--- src/rtl/pw_pkg.sv ---
// Shared definitions for the password verifier: FSM encoding, default
// parameter values and a small index-width helper.
package pw_pkg;

  localparam int DIGITS_DEF      = 4;
  localparam int DIGIT_W_DEF     = 4;
  localparam int MAX_FAIL_DEF    = 3;
  localparam int LOCK_CYCLES_DEF = 1000;

  typedef enum logic [1:0] {
    ST_IDLE    = 2'd0,
    ST_COMPARE = 2'd1,
    ST_LOCKED  = 2'd2
  } state_t;

  // Width of a counter able to index n items; never less than one bit.
  function automatic int idx_w(int n);
    return (n > 1) ? $clog2(n) : 1;
  endfunction

endpackage

--- src/rtl/pw_verifier_if.sv ---
// Request/response bundle between the verifier and its client.
interface pw_verifier_if
  import pw_pkg::*;
#(
  parameter int PW_W = DIGITS_DEF * DIGIT_W_DEF
) ();

  logic            start;
  logic [PW_W-1:0] data1;
  logic [PW_W-1:0] data2;
  logic            ready;
  logic            finish;
  logic            match;
  logic            locked;
  logic [3:0]      fail_cnt;

  modport master (
    output start, data1, data2,
    input  ready, finish, match, locked, fail_cnt
  );

  modport slave (
    input  start, data1, data2,
    output ready, finish, match, locked, fail_cnt
  );

endinterface

--- src/rtl/pw_verifier_lockout_timer.sv ---
// Loadable down-counter timing the lockout window; o_done flags the final
// counting cycle so the FSM leaves LOCKED on the edge the count reaches zero.
module lockout_timer
  import pw_pkg::*;
#(
  parameter int LOCK_CYCLES = LOCK_CYCLES_DEF,
  localparam int CNT_W      = $clog2(LOCK_CYCLES + 1)
) (
  input  logic             clk,
  input  logic             rst_n,
  input  logic             i_load,
  input  logic             i_en,
  output logic             o_done,
  output logic [CNT_W-1:0] o_count
);

  logic [CNT_W-1:0] r_count;

  always_ff @(posedge clk or negedge rst_n) begin
    if (!rst_n) begin
      r_count <= '0;
    end else if (i_load) begin
      r_count <= CNT_W'(LOCK_CYCLES);
    end else if (i_en && (r_count != '0)) begin
      r_count <= r_count - CNT_W'(1);
    end
  end

  assign o_done  = i_en && (r_count == CNT_W'(1));
  assign o_count = r_count;

endmodule

--- src/rtl/pw_verifier.sv ---
// Constant-time password comparator with consecutive-failure lockout.
// One digit is examined per cycle regardless of earlier mismatches.
module pw_verifier
  import pw_pkg::*;
#(
  parameter int DIGITS      = DIGITS_DEF,
  parameter int DIGIT_W     = DIGIT_W_DEF,
  parameter int MAX_FAIL    = MAX_FAIL_DEF,
  parameter int LOCK_CYCLES = LOCK_CYCLES_DEF
) (
  input  logic          clk,
  input  logic          rst_n,
  pw_verifier_if.slave  bus
);

  localparam int PW_W  = DIGITS * DIGIT_W;
  localparam int IDX_W = idx_w(DIGITS);
  localparam int CNT_W = $clog2(LOCK_CYCLES + 1);

  state_t           r_state;
  logic [PW_W-1:0]  r_data1;
  logic [PW_W-1:0]  r_data2;
  logic [IDX_W-1:0] r_idx;
  logic             r_mism;
  logic             r_finish;
  logic             r_match;
  logic             r_locked;
  logic [3:0]       r_fail_cnt;

  logic [DIGITS-1:0] w_digit_ne;
  logic              w_cur_ne;
  logic              w_last;
  logic              w_mism_total;
  logic [3:0]        w_fail_inc;
  logic              w_lock_now;
  logic              w_timer_load;
  logic              w_timer_en;
  logic              w_timer_done;
  logic [CNT_W-1:0]  w_timer_count;

  for (genvar gi = 0; gi < DIGITS; gi++) begin : g_digit
    assign w_digit_ne[gi] = r_data1[gi*DIGIT_W +: DIGIT_W] != r_data2[gi*DIGIT_W +: DIGIT_W];
  end

  assign w_cur_ne     = w_digit_ne[r_idx];
  assign w_last       = (r_idx == IDX_W'(DIGITS - 1));
  assign w_mism_total = r_mism | w_cur_ne;
  assign w_fail_inc   = r_fail_cnt + 4'd1;
  assign w_lock_now   = (r_state == ST_COMPARE) && w_last && w_mism_total &&
                        (w_fail_inc == 4'(MAX_FAIL));
  assign w_timer_load = w_lock_now;
  assign w_timer_en   = (r_state == ST_LOCKED);

  lockout_timer #(
    .LOCK_CYCLES (LOCK_CYCLES)
  ) u_timer (
    .clk     (clk),
    .rst_n   (rst_n),
    .i_load  (w_timer_load),
    .i_en    (w_timer_en),
    .o_done  (w_timer_done),
    .o_count (w_timer_count)
  );

  always_ff @(posedge clk or negedge rst_n) begin
    if (!rst_n) begin
      r_state    <= ST_IDLE;
      r_data1    <= '0;
      r_data2    <= '0;
      r_idx      <= '0;
      r_mism     <= 1'b0;
      r_finish   <= 1'b0;
      r_match    <= 1'b0;
      r_locked   <= 1'b0;
      r_fail_cnt <= 4'd0;
    end else begin
      r_finish <= 1'b0;
      case (r_state)
        ST_IDLE: begin
          if (bus.start) begin
            r_data1 <= bus.data1;
            r_data2 <= bus.data2;
            r_match <= 1'b0;
            r_idx   <= '0;
            r_mism  <= 1'b0;
            r_state <= ST_COMPARE;
          end
        end
        ST_COMPARE: begin
          r_mism <= w_mism_total;
          r_idx  <= r_idx + IDX_W'(1);
          if (w_last) begin
            r_finish <= 1'b1;
            r_match  <= ~w_mism_total;
            if (!w_mism_total) begin
              r_fail_cnt <= 4'd0;
              r_state    <= ST_IDLE;
            end else if (w_lock_now) begin
              r_fail_cnt <= 4'(MAX_FAIL);
              r_locked   <= 1'b1;
              r_state    <= ST_LOCKED;
            end else begin
              r_fail_cnt <= w_fail_inc;
              r_state    <= ST_IDLE;
            end
          end
        end
        ST_LOCKED: begin
          if (w_timer_done) begin
            r_locked   <= 1'b0;
            r_fail_cnt <= 4'd0;
            r_state    <= ST_IDLE;
          end
        end
        default: r_state <= ST_IDLE;
      endcase
    end
  end

  assign bus.ready    = (r_state == ST_IDLE);
  assign bus.finish   = r_finish;
  assign bus.match    = r_match;
  assign bus.locked   = r_locked;
  assign bus.fail_cnt = r_fail_cnt;

endmodule

--- src/flat_wrapper.sv ---
// flat-port wrapper written by rule: the top's interface ports become plain ports
module pw_verifier_flat import pw_pkg::*;
#(
  parameter int DIGITS      = DIGITS_DEF,
  parameter int DIGIT_W     = DIGIT_W_DEF,
  parameter int MAX_FAIL    = MAX_FAIL_DEF,
  parameter int LOCK_CYCLES = LOCK_CYCLES_DEF
)
  (clk, rst_n, bus_start, bus_data1, bus_data2, bus_ready, bus_finish, bus_match, bus_locked, bus_fail_cnt);
  pw_verifier_if #(.PW_W((DIGITS * DIGIT_W))) bus_i ();
  input  logic clk;
  input  logic rst_n;
  input wire logic [$bits(bus_i.start)-1:0] bus_start;
  input wire logic [$bits(bus_i.data1)-1:0] bus_data1;
  input wire logic [$bits(bus_i.data2)-1:0] bus_data2;
  output wire logic [$bits(bus_i.ready)-1:0] bus_ready;
  output wire logic [$bits(bus_i.finish)-1:0] bus_finish;
  output wire logic [$bits(bus_i.match)-1:0] bus_match;
  output wire logic [$bits(bus_i.locked)-1:0] bus_locked;
  output wire logic [$bits(bus_i.fail_cnt)-1:0] bus_fail_cnt;
  assign bus_i.start = bus_start;
  assign bus_i.data1 = bus_data1;
  assign bus_i.data2 = bus_data2;
  assign bus_ready = bus_i.ready;
  assign bus_finish = bus_i.finish;
  assign bus_match = bus_i.match;
  assign bus_locked = bus_i.locked;
  assign bus_fail_cnt = bus_i.fail_cnt;
  pw_verifier #(.DIGITS(DIGITS), .DIGIT_W(DIGIT_W), .MAX_FAIL(MAX_FAIL), .LOCK_CYCLES(LOCK_CYCLES)) u_core (.clk(clk), .rst_n(rst_n), .bus(bus_i));
endmodule
--- config.mk ---
export PLATFORM = sky130hd
export DESIGN_NAME = pw_verifier_flat
export DESIGN_NICKNAME = d
export VERILOG_FILES = /design/src/rtl/pw_pkg.sv /design/src/rtl/pw_verifier_if.sv /design/src/rtl/pw_verifier_lockout_timer.sv /design/src/rtl/pw_verifier.sv /design/src/flat_wrapper.sv
export SDC_FILE = /design/constraint.sdc
export NUM_CORES = 1
export LEC_CHECK = 0
export CAP_MARGIN = 20
export CORE_UTILIZATION = 48
export DETAILED_ROUTE_END_ITERATION = 7
export HOLD_SLACK_MARGIN = 0.08
export PLACE_DENSITY = 0.76
export SLEW_MARGIN = 20
export SYNTH_ARGS = -nofsm -noshare
export SYNTH_HDL_FRONTEND = slang
export SYNTH_SLANG_ARGS = --single-unit
--- constraint.sdc ---
create_clock -name clk -period 1.9 [get_ports clk]
set_clock_uncertainty 0.1 [all_clocks]
set_input_delay 0.38 -clock clk [delete_from_list [all_inputs] [get_ports clk]]
set_output_delay 0.38 -clock clk [all_outputs]
set_load 0.005 [all_outputs]
* Word level (Yosys, flattened, before mapping) *
Index checks and enable logic that the tools add are counted.

storage, ports and cells
  register bits after elaboration = 54
  bits of input ports = 35
  output and inout bits = 8

cells by class
  $add $sub $neg = 3
  $lt $le $gt $ge = 1
  equality and inequality tests = 14
  muxes and demuxes = 28
  bitwise logic cells = 2
  reductions and logical operators = 16

operators by type and width
  operator                                                                      number
  10-bit two-way mux                                                            2
  4-bit two-way mux                                                             4
  4-bit != test                                                                 4
  2-bit two-way mux                                                             6
  10-bit by 1-bit equality test with 1-bit output, second input constant        1
  10-bit nonzero test                                                           1
  10-bit by 1-bit subtractor with 10-bit output, second input constant          1
  1-bit two-way mux                                                             9
  3-bit AND reduction                                                           3
  4-bit case mux with 2 select lines                                            1
  2-bit by 1-bit != test with 1-bit output, second input constant               3
  1-bit case mux with 2 select lines                                            3
  2-bit case mux with 3 select lines                                            1
  2-bit nonzero test                                                            3
  1-bit logical AND                                                             5
  5-bit AND reduction                                                           1
  4-bit by 1-bit adder with 4-bit output, second input constant                 1
  2-bit equality test, second input constant                                    2
  4-bit by 2-bit equality test with 1-bit output, second input constant         1
  2-bit != test, second input constant                                          2
  2-bit case mux with 2 select lines                                            1
  2-bit AND reduction                                                           2
  2-bit by 3-bit less-than comparator with 1-bit output, second input constant  1
  2-bit by 1-bit adder with 2-bit output, second input constant                 1
  other kinds (5)                                                               5

* Longest topological paths before layout *
  word-level depth = 10
  gate-level depth with buffers = 8
  gate-level depth less buffers = 8

* Modules after synthesis *
A second synthesis with hierarchy kept.

second synthesis, totals
  cell total of the unflattened synthesis = 224
  area, all modules = 2685.1 µm²

modules (own cells, without submodules)
  module         times used  cells each  area each (µm²)  sequential area each (µm²)
  pw_verifier    1           159         2044.5           1101.1
  lockout_timer  1           65          640.6            250.2

* Worst setup path before layout *
No wires, ideal clock.

  path type = reg-to-reg
  from = register u_core.r_state[1]
  to = register u_core.r_locked (netlist: u_core.bus.locked)
  library setup time = 125 ps
  arrival = 1696 ps
  setup slack = -21 ps
  stages on the path, launching flop included = 8
  path buffers = 0
  period minus slack after synthesis = 1921 ps
  cells stage by stage = dfrtp_1 inv_1 ha_1 and2_1 nand4_1 o21ba_2 o21ai_2 mux2_4

between the ends
  cells in the longest elaborated chain, start to end = 6
  elaborated cells between the ends (all ways) = 13
  those cells by class = 6 x eq/ne; 1 x mux; 6 x reduce/logical

ends and longest elaborated chain
  element                                         line                                  source
  start, declared                                 pw_verifier.sv:20                     state_t r_state;
  start signal, assigned                          pw_verifier.sv:67                     r_state <= ST_IDLE;
  start signal, assigned                          pw_verifier.sv:86                     r_state <= ST_COMPARE;
  start signal, assigned                          pw_verifier.sv:97                     r_state <= ST_IDLE;
  2-bit by 1-bit equality test with 1-bit output  pw_verifier.sv:49, pw_verifier.sv:78
  1-bit logical AND (3 in a row)                  pw_verifier.sv:49                     assign w_lock_now = (r_state == ST_COMPARE) && w_last && w_mism_total &&
  2-bit != test (no source line)                  -
  5-bit AND reduction (no source line)            -
  end signal, assigned                            pw_verifier.sv:74                     r_locked <= 1'b0;
  end signal, assigned                            pw_verifier.sv:100                    r_locked <= 1'b1;
  end signal, assigned                            pw_verifier.sv:110                    r_locked <= 1'b0;
  end, declared                                   pw_verifier.sv:27                     logic r_locked;

Parallel ways exist; a longest one is shown, timed or not.
A chain may end at the register's enable or synchronous reset.

* Final worst setup path *
  from = register u_core.r_data2[13]
  to = register u_core.r_locked (netlist: u_core.bus.locked)

between the ends
  cells in the longest elaborated chain, start to end = 8
  elaborated cells between the ends (all ways) = 9
  those cells by class = 3 x eq/ne; 2 x mux; 1 x bitwise; 3 x reduce/logical

ends and longest elaborated chain
  element                                        line               source
  start, declared                                pw_verifier.sv:22  logic [PW_W-1:0] r_data2;
  start signal, assigned                         pw_verifier.sv:82  r_data2 <= bus.data2;
  4-bit != test (*)                              pw_verifier.sv:42  assign w_digit_ne[gi] = r_data1[gi*DIGIT_W +: DIGIT_W] != r_data2[gi*DIGIT_W +: DIGIT_W];
  1-bit binary-select mux with 2-bit select (*)  pw_verifier.sv:45  assign w_cur_ne = w_digit_ne[r_idx];
  1-bit two-way mux (implied by the code) (*)    pw_verifier.sv:45
  1-bit OR (*)                                   pw_verifier.sv:47  assign w_mism_total = r_mism | w_cur_ne;
  1-bit logical AND (2 in a row)                 pw_verifier.sv:49
  2-bit != test (no source line)                 -
  5-bit AND reduction (no source line) (*)       -

Mark *: on every way between the ends. The rest lies on a longest branch, timed or not. The select of a mux whose other input is x is not followed.

==> results.md <==
* Detailed Place HPWL at 3410 µm
* DR vias at 1,771
* Placed Instances at 334
* Worst vdd ir at 0.725 mV
* Pre-Repair DR Iteration Count at 4
* Area of the die at 5730 µm²
* Clock power frac at 12.5%
* Buf/Inv on CP at 0
* Adder-Cell Fraction of Synth Area at 4.32%
* Worst setup path class: flip-flop to flip-flop
* Pins Over Slew Limit at 0
* Clock-pin slew on the worst setup and hold paths at 0.10 ns
* Gate power share at 47.2%
* Syn Inst Count at 209
* H-tree Lvls at 2
* Die W at 75.7 µm
* Cell family with most CP delay: compound AO/OA/AOI/OAI gates
* DRC at 0
* Switch share at 35.6%
* Clk root buf: clkbuf_8
* Chip height at 75.7 µm
* Largest family of logic cells by synthesized area: multiplexers
* Setup TNS at -0.0869 ns
* EDFF count, synth at 0
* Antenna violations before repair at 0
* Fin cells at 348
* Minimum clock period at 1.95 ns
* Worst slew pin tran at 0.343 ns
* Synth Flop Type: dfrtp_1
* Crit path launch type: flip-flop
* Psw at 1.82 mW
* Compound-Gate Fraction of Synth Area at 9.17%
* Clock Sinks at 54
* DP Area at 3250 µm²
* Total GRT Usage at 19.1%
* Critical Path Sink Type: flip-flop
* WP data arrival at 2.05 ns
* Fin worst setup slack at -0.0532 ns
* Clk_lat worst skew at 0.31 ns
* Syn. warnings at 0
* Avg Cell Area, Syn at 12.5 µm²
* Final Cell Area at 3490 µm²
* Slew HR at 76.9%
* Pint at 3.30 mW
* Multi-input gate area at 1300 µm²
* WHS at 0.401 ns
* RSZ-0062 raised after global routing: yes
* Area delta synth->final at 33.8%
* Routed WL at 4840 µm
* Post-layout util at 67.4%
* Status: complete, but fails checks
* Setup Viol. Count Final at 3
* Final cycle utilization of the critical path at 103%
* CP max stage cell: o41ai_2
* Tot Pwr at 5.12 mW
* Synth Area in XOR/XNOR at 9.07%
* Power density over cell area at 1470 nW/µm²
* Sequential fraction of the synthesis area at 51.8%
* Synth unique cells at 39
* Overflow after GRT at 0
* FILL cells at 375
* Pleak at 1.50 nW
* Final Hold Viols at 0
* Min-delay worst type: flip-flop to flip-flop
* Number of synthesized register bits at 54
* Critical path required time at 2.00 ns
* First-pass GRT wire length at 8080 µm
* Synth Cell Area at 2610 µm²
* Fmax at 0.512 GHz
* Mux cell area share after synthesis at 14.4%
* Pin count of the biggest net entering global routing at 55
* Layout cell share with drive strength beyond 1 at 32.7%
* CTS max path bufs at 2
* Routed Antenna Nets at 0
* Pre-CTS WS at -0.0781 ns
* DR WL/cell at 13.9 µm
* Most common cell after layout, fill and taps aside: dfrtp_1
* Synth Area in Simple Gates at 9.31%
* # rows at 26
* Vias per cell at 5.09
* CTS tree: built
* Register Area at 1350 µm²
* Placeable Area at 5170 µm²
* Most frequent cells in the layout: dfrtp_1 (53), clkdlybuf4s50_1 (40), mux2_2 (32)
* Sequential share of power at 40.3%
* Final GP Congestion at 0.744
* CP cell instances: xor2_1 -> o41ai_2 -> a21boi_2 -> o21ba_4 -> o21ai_2 -> mux2_4
* Ant. Diodes at 0
* Total I/O pin count at 43
* Starting Density at 50.4%
* Fraction of registers with async set/reset at 100%
* IO Port Bufs at 42
* Vias in the first global route at 1,807
* Nets at 321
* CTS buffer count at 5
* 1st-iter DRT viols at 57
* Post-Syn Nets at 253
* MaxCap Viol Count at 0
* Failing checks: negative setup slack
* Worst path max stage delay at 0.42 ns
* Crit-path max FO at 2
-- state kept, by name, indices dropped and copies added (netlist names) --
| register | flops |
|---|---|
| u_core.r_data2 | 16 |
| u_core.bus.match | 1 |
| u_core.r_data1 | 16 |
| u_core.u_timer.o_count | 10 |
| u_core.bus.fail_cnt | 4 |
| u_core.r_mism | 1 |
| u_core.r_state | 2 |
| u_core.bus.locked | 1 |
| u_core.r_idx | 2 |
| u_core.bus.finish | 1 |
-- power groups by stage --
stage	registers (mW)	clock network (mW)	logic, mW
global placement	2.06	0	2.14
global route	2.14	0.722	2.67
floorplan	2.01	0	1.50
finish	2.06	0.641	2.42
CTS	2.06	0.659	2.31
detailed placement	2.09	0	2.18
-- worst register-to-register path: cells and delay by family, from the launching register on --
kind / cells / cell delay, ns
compound gates: 4 / 0.87
flops: 1 / 0.39
xor+xnor: 1 / 0.17
mux: 1 / 0.31
-- cell usage after synthesis, types with 2 or more instances --
library cell	instances	share of area, %
a22o_1	3	1.0
xnor2_1	16	5.4
nor3_1	3	0.58
a21oi_1	3	0.58
dfrtp_1	54	52
ha_1	9	4.3
nor2b_1	3	0.72
o31ai_1	2	0.58
o21ai_0	6	1.2
nand2_1	10	1.4
o21ai_1	3	0.58
a32o_1	3	1.2
mux2_2	32	14
nand3_1	3	0.58
inv_1	10	1.4
nand2b_1	2	0.48
nor2_1	11	1.6
nand4_1	3	0.72
buf_1	3	0.43
xor2_1	11	3.7
-- timing repair --
action	CTS	global route
hold buffers	1	0
buffers inserted	4	1
cloned	0	0
pin swaps	5	18
resized for setup	8	21
hold endpoints to repair	54	0
endpoints found under the setup margin	4	16
-- worst paths after layout --
path                       depth (start not counted)                            from  slack (ns)                                    end
min in group asynchronous                          3                           rst_n        0.49            u_core.bus.finish$_DFF_PN0_
max in group asynchronous                          3                           rst_n        0.96  u_core.u_timer.o_count[2]$_DFFE_PN0P_
setup / recovery                                   6  u_core.r_data2[13]$_DFFE_PN0P_       -0.05          u_core.bus.locked$_DFFE_PN0P_
hold / removal                                     2       u_core.r_mism$_DFFE_PN0P_        0.40              u_core.r_mism$_DFFE_PN0P_
hold reg to reg                                    2       u_core.r_mism$_DFFE_PN0P_        0.40              u_core.r_mism$_DFFE_PN0P_
setup reg to reg                                   6  u_core.r_data2[13]$_DFFE_PN0P_       -0.05          u_core.bus.locked$_DFFE_PN0P_
-- routing by layer --
metal	track usage [%]	up-vias	routed length (µm)
li1	-	869	-
met1	23.0	872	2100
met2	34.7	23	2550
met3	3.57	7	125
met4	6.17	0	71
met5	0	-	0
-- layout make-up --
| type | count | area share, % |
|---|---|---|
| clock inverter | 3 | 0.610 |
| sequential | 54 | 38.8 |
| multi-input combinational | 142 | 37.3 |
| timing repair buffer | 64 | 17.7 |
| tap | 70 | 2.51 |
| inverter | 10 | 1.08 |
| clock buffer | 5 | 1.97 |
-- kinds of logic (layout without fill, tap and decap cells) --
kind of cell,count (synthesis),after routing
adders and majority gates,9,9
DFF,54,54
AOI/OAI and AO/OA,30,30
buffers and inverters,13,82
and+or+nand+nor,43,43
muxes,33,33
xor gates and xnor gates,27,27
No activity file was read; power rests on OpenSTA's default activity.
